**config.mk**
```make
export PLATFORM = sky130hd
export DESIGN_NAME = atanh_solver
export DESIGN_NICKNAME = d
export VERILOG_FILES = /design/src/rtl/atanh_solver.sv
export SDC_FILE = /design/constraint.sdc
export NUM_CORES = 1
export LEC_CHECK = 0
export CORE_MARGIN = 2
export CORE_UTILIZATION = 38
export CTS_CLUSTER_DIAMETER = 200
export DETAILED_ROUTE_END_ITERATION = 7
export SETUP_SLACK_MARGIN = 0.1
export SLEW_MARGIN = 20
export SYNTH_ARGS = -nofsm -noshare
export SYNTH_HDL_FRONTEND = slang
export SYNTH_SLANG_ARGS = --single-unit
```
**constraint.sdc**
```tcl
create_clock -name clk -period 12.3 [get_ports clk]
set_input_delay 1.845 -clock clk [delete_from_list [all_inputs] [get_ports clk]]
set_output_delay 1.845 -clock clk [all_outputs]
set_load 0.01 [all_outputs]
```
**src/rtl/atanh_solver.sv**
```systemverilog
// Inverse of the Q4.12 tanh PWL model by 16-step successive approximation.
// Optional ATANH_SAT_FLAG_EN adds a sat output flagging |Y| >= 1.0.
module atanh_solver #(
    parameter int DATA_WIDTH  = 16,
    parameter int FRACT_WIDTH = 12
) (
    input  logic                  clk,
    input  logic                  rst,
    input  logic                  start,
    input  logic [DATA_WIDTH-1:0] y_in,
    output logic                  busy,
    output logic                  done,
`ifdef ATANH_SAT_FLAG_EN
    output logic                  sat,
`endif
    output logic [DATA_WIDTH-1:0] x_out
);

    localparam logic signed [17:0] ONE = 18'sd1 <<< FRACT_WIDTH;

    typedef enum logic [1:0] {
        IDLE   = 2'd0,
        SEARCH = 2'd1,
        DONE   = 2'd2
    } state_t;

    state_t r_state;
    state_t w_next;

    logic [15:0] r_u;
    logic [15:0] r_y;
    logic [15:0] r_x;
    logic [3:0]  r_cnt;

    logic [15:0]        w_trial;
    logic [15:0]        w_unext;
    logic signed [17:0] w_y;
    logic signed [17:0] w_f;
    logic               w_take;

    // f(x) with 18-bit signed intermediates; |2x| reaches 0x10000
    function automatic logic signed [17:0] f_eval(input logic [15:0] x);
        logic signed [17:0] x2;
        logic signed [17:0] a;
        logic signed [17:0] s;
        x2 = {x[15], x, 1'b0};
        a  = x2[17] ? -x2 : x2;
        if (a >= 18'sh05000)
            s = ONE;
        else if (a >= 18'sh02600)
            s = (a >>> 5) + 18'sh00D80;
        else if (a >= 18'sh00800)
            s = (a >>> 3) + 18'sh00A00;
        else
            s = (a >>> 2) + 18'sh00800;
        if (!x[15] && (x != 16'h0000))
            return (s <<< 1) - ONE;
        return ONE - (s <<< 1);
    endfunction

    // Trial bit on the offset-binary code u = x + 0x8000
    assign w_trial = r_u | (16'h0001 << r_cnt);
    assign w_y     = {{2{r_y[15]}}, r_y};
    assign w_f     = f_eval(w_trial ^ 16'h8000);
    assign w_take  = (w_f <= w_y);
    assign w_unext = w_take ? w_trial : r_u;

    assign busy  = (r_state == SEARCH);
    assign done  = (r_state == DONE);
    assign x_out = r_x;

    always_ff @(posedge clk) begin
        if (!rst)
            r_state <= IDLE;
        else
            r_state <= w_next;
    end

    always_comb begin
        w_next = r_state;
        unique case (r_state)
            IDLE:    if (start) w_next = SEARCH;
            SEARCH:  if (r_cnt == 4'd0) w_next = DONE;
            DONE:    w_next = IDLE;
            default: w_next = IDLE;
        endcase
    end

    always_ff @(posedge clk) begin
        if (!rst) begin
            r_u   <= 16'h0000;
            r_y   <= 16'h0000;
            r_x   <= 16'h0000;
            r_cnt <= 4'd0;
        end else begin
            unique case (r_state)
                IDLE: begin
                    if (start) begin
                        r_y   <= y_in;
                        r_u   <= 16'h0000;
                        r_cnt <= 4'd15;
                    end
                end
                SEARCH: begin
                    r_u   <= w_unext;
                    r_cnt <= r_cnt - 4'd1;
                    if (r_cnt == 4'd0)
                        r_x <= w_unext ^ 16'h8000;
                end
                default: ;
            endcase
        end
    end

`ifdef ATANH_SAT_FLAG_EN
    logic r_sat;

    always_ff @(posedge clk) begin
        if (!rst)
            r_sat <= 1'b0;
        else if (r_state == SEARCH && r_cnt == 4'd0)
            r_sat <= ($signed(r_y) >= 16'sh1000) ||
                     ($signed(r_y) <= 16'shF000);
    end

    assign sat = r_sat;
`endif

endmodule

```
==> results.env <==
CELL_INTERNAL_PWR_uW=517
DIE_AREA_MM2=0.0131
CTS.CLK_SLEW.WORST_PATHS_NS=0.07
SYNTH_CELLS=600
NUM_IO_PINS=37
VIAS=4397
CTSHTREEMAXLEVEL=2
PATH_CLASS='flip-flop to flip-flop'
YS_TYPES=77
POSTSYNTHREGISTERBITS=54
ROUTED_VIAS_INST=5.78
GRT_START_MAX_NET_PINS=41
NUMBER_OF_MAX_CAP_VIOLATIONS=0
HOLD_VIOLATIONS=0
SYNTH-EDFF-COUNT=0
GLOBALROUTE.TOTALOVERFLOW=0
IO_BUFFERS=36
CRITPATHSLOWESTCELL='dfxtp_1'
ROUTEDWLPERCELL_UM=16.9
GP_ROUTABILITY_CONGESTION=0.926
ANTENNADIODECOUNT=0
POWER.LEAKAGE_uW=0.00203
IR_WORST_VDD_mV=0.0728
HOLD_WS_NS=0.465
PLACEABLECOREAREA_MM2=0.0120
RSZ0062_AT_GRT='no'
NUMCTSBUFFERS=5
SYNTH.TOP_CELL.AREA_SHARE=0.233
TIMING.CRITICAL_PATH.FANOUT_MAX=20
ARRIVAL_NS=8.70
FINAL.PERIOD_UTILIZATION=0.689
LAYOUT.CORE_UTILIZATION=0.434
SYNTH_FA_HA_AREA_FRAC=0.0945
ROUTE.FINAL.WIRE_LENGTH_UM=12800
CLOCK_TREE_BUF_DEPTH=2
SYNTH.NET_COUNT=654
DRT_PASS1_ITERATIONS=4
SHARE_COMB_OF_TOTAL_POWER=0.633
AREA_CONTRIBUTORS_POST_SYNTH='dfxtp_1 (23%), ha_1 (9.5%), nand2_1 (6.6%)'
CLK-INSERTION-DELAY-LATE_NS=0.30
SYNTH_SIMPLE_GATE_AREA_FRAC=0.220
SYNTH_TOP_FAMILY_BY_AREA='compound AO/OA/AOI/OAI gates'
WORSTMARGINPINSLEW_NS=0.952
INITIAL_ANTENNA_VIOLATION_COUNT=0
OUTCOME='finished, final reports clean'
YOSYS-MUX-AREA-FRACTION=0.0157
END_KIND='flip-flop'
NUMBER_OF_SYNTHESIS_WARNINGS=0
ROOT_BUFFER='clkbuf_16'
SYNTH_AREA_PER_CELL_UM2=7.72
SWSHARE=0.452
DIE_W_UM=114
DETAIL_ROUTE_MET3_WL_UM=669
DETAIL_ROUTE.ITER0.VIOLATIONS=312
SEQ_POWER_SHARE=0.210
RELSLEWSLACK=0.365
SYNTH_ASYNC_SR_FLOP_SHARE=0
SYNTH_XOR_AREA_FRAC=0.0511
GRT_PASS1_WL_UM=21500
PLACEDCELLCOUNT=753
POST_CTS_RESIZE_COUNT=0
SETUP_VIOL=0
ROUTE.DETAILED.DRC=0
VIA_COUNT_OF_THE_FIRST_GLOBAL_ROUTING_PASS=4226
POWER-PER-CELL-AREA_mW_PER_MM2=182
POST-SYNTH-TOP-AREA-CELL='dfxtp_1'
STD_CELL_ROWS=40
ROUTE.MET2.WL_UM=5960
PART_OF_THE_TOTAL_POWER_DISSIPATED_IN_THE_CLOCK_NETWORK=0.157
DETAILED_PLACE_HPWL_UM=9910
GRT_USAGE=0.204
HOLDBUFCOUNTCTS=0
POSTCTSSETUPBUFFERS=0
FINAL_CELL_COUNT_NO_FILL=761
CTS_TREE='done'
SLEW_VIOLATIONS=0
NET_COUNT_REPORTED_AT_FINISH=667
CLOCK_SKEW_NS=0.00580
PERIOD_MINUS_SLACK_NS=8.47
SYNTH_COMPOUND_AREA_FRAC=0.321
TNS_NS=0
NETLIST_AREA_MM2=0.00463
TIMING.CRITICAL_PATH.REQUIRED_NS=12.53
CTS.SINKS=54
DIE_HEIGHT_UM=114
FMAXACHIEVABLE_MHz=118
DOMINANTREGCELLSYNTH='dfxtp_1'
TOP_LAYER='met4'
HOLD_PATH.CLASS='flip-flop to flip-flop'
DRT.ANTENNA.VIOLATING_NETS=0
START_UTIL=0.387
SYN2LAYOUT_AREA_GROWTH_PCT=12.0
LAYOUT-DRIVE-GT1-SHARE=0.0635
WL_MET1_UM=5890
SWITCHING_POWER_uW=426
CRIT_PATH_MAX_INCR_DELAY_NS=0.76
YOSYSSEQAREASHARE=0.233
TIMING.CRITICAL_PATH.FROM_TYPE='flip-flop'
state kept, by name, summed over array words and instances, names as in the netlist:
register  flops
r_cnt         4
r_y          16
x_out        16
r_u          16
r_state       2
worst paths after layout:
kind | from | to | slack (ns) | depth (start not counted)
worst max-delay path | r_cnt[2]$_SDFFE_PN0P_ | r_u[12]$_SDFFE_PN0P_ | 3.83 | 30
worst min-delay path | r_y[14]$_SDFFE_PN0P_ | r_y[14]$_SDFFE_PN0P_ | 0.47 | 2
worst max register to register | r_cnt[2]$_SDFFE_PN0P_ | r_u[12]$_SDFFE_PN0P_ | 3.83 | 30
worst min register to register | r_y[14]$_SDFFE_PN0P_ | r_y[14]$_SDFFE_PN0P_ | 0.47 | 2
cell families after synthesis:
kind of cell | after synthesis
DFF | 54
adders and majority gates | 35
buffers and inverters | 68
xor gates and xnor gates | 27
and+or+nand+nor | 206
AOI/OAI and AO/OA | 203
muxes | 7
critical path, delay by kind of cell, from the launching register on:
| kind | cells | cell delay (ns) |
|---|---|---|
| xor gates and xnor gates | 2 | 0.71 |
| and+or+nand+nor | 12 | 3.39 |
| adders and majority gates | 4 | 1.22 |
| DFF | 1 | 0.76 |
| buffers and inverters | 2 | 0.29 |
| AOI/OAI and AO/OA | 10 | 2.01 |
per-layer routing:
metal  vias up  global-route usage
met3        26              0.0328
met2       130               0.337
met4         0              0.0683
li1       2195                   -
met1      2046               0.271
met5         -                   0
layout by cell type, fill, tap and decap left out, types with 8 or more instances in the layout:
cell	instances
nand2_1	81
ha_1	35
o21a_1	9
xnor2_1	18
nor3_1	12
a21boi_0	22
xor2_1	9
dfxtp_1	54
clkdlybuf4s50_1	36
a21oi_1	49
a31oi_1	14
nor2_1	52
and2_1	8
o211a_1	9
inv_1	34
o21ai_0	24
per-stage QoR:
step | power [uW] | setup slack (ns) | instance area (um2)
final | 943 | 3.83 | 5190
after global routing | 1020 | 2.95 | 5190
after CTS | 944 | 3.91 | 5190
after detailed placement | 787 | 3.95 | 5030
after global placement | 780 | 4.35 | 5030
after floorplan | 664 | 5.37 | 4630
synth_stat cells (5+ instances only):
cell / number
nand3_1: 6
o21ai_0: 24
inv_1: 34
a21boi_0: 22
xor2_1: 9
nor3_1: 12
o21a_1: 9
o21ai_1: 5
o211a_1: 9
mux2i_1: 5
nor4_1: 5
a31oi_1: 14
xnor2_1: 18
nand2b_1: 5
nor2_1: 52
a211oi_1: 7
and2_1: 8
clkbuf_1: 20
a21o_1: 6
o211ai_1: 7
buf_2: 6
nand2_1: 81
dfxtp_1: 54
a21oi_1: 49
ha_1: 35
final cells by class:
type / instances / area [um2]
multi-input combinational: 478 / 3250
clock buffer: 6 / 139
sequential: 54 / 1080
inverter: 35 / 131
timing repair buffer: 39 / 383
clock inverter: 2 / 17.5
tap: 147 / 184
fill: 1239 / 6780
power groups by stage:
stage / clock [uW] / sequential (uW) / combinational, uW
2_1_floorplan: 0 / 197 / 466
3_3_place_gp: 0 / 201 / 579
3_5_place_dp: 0 / 202 / 585
4_1_cts: 152 / 198 / 594
5_1_grt: 158 / 200 / 667
6_report: 148 / 198 / 597
Note: power is estimated with default switching activity, not from simulation.
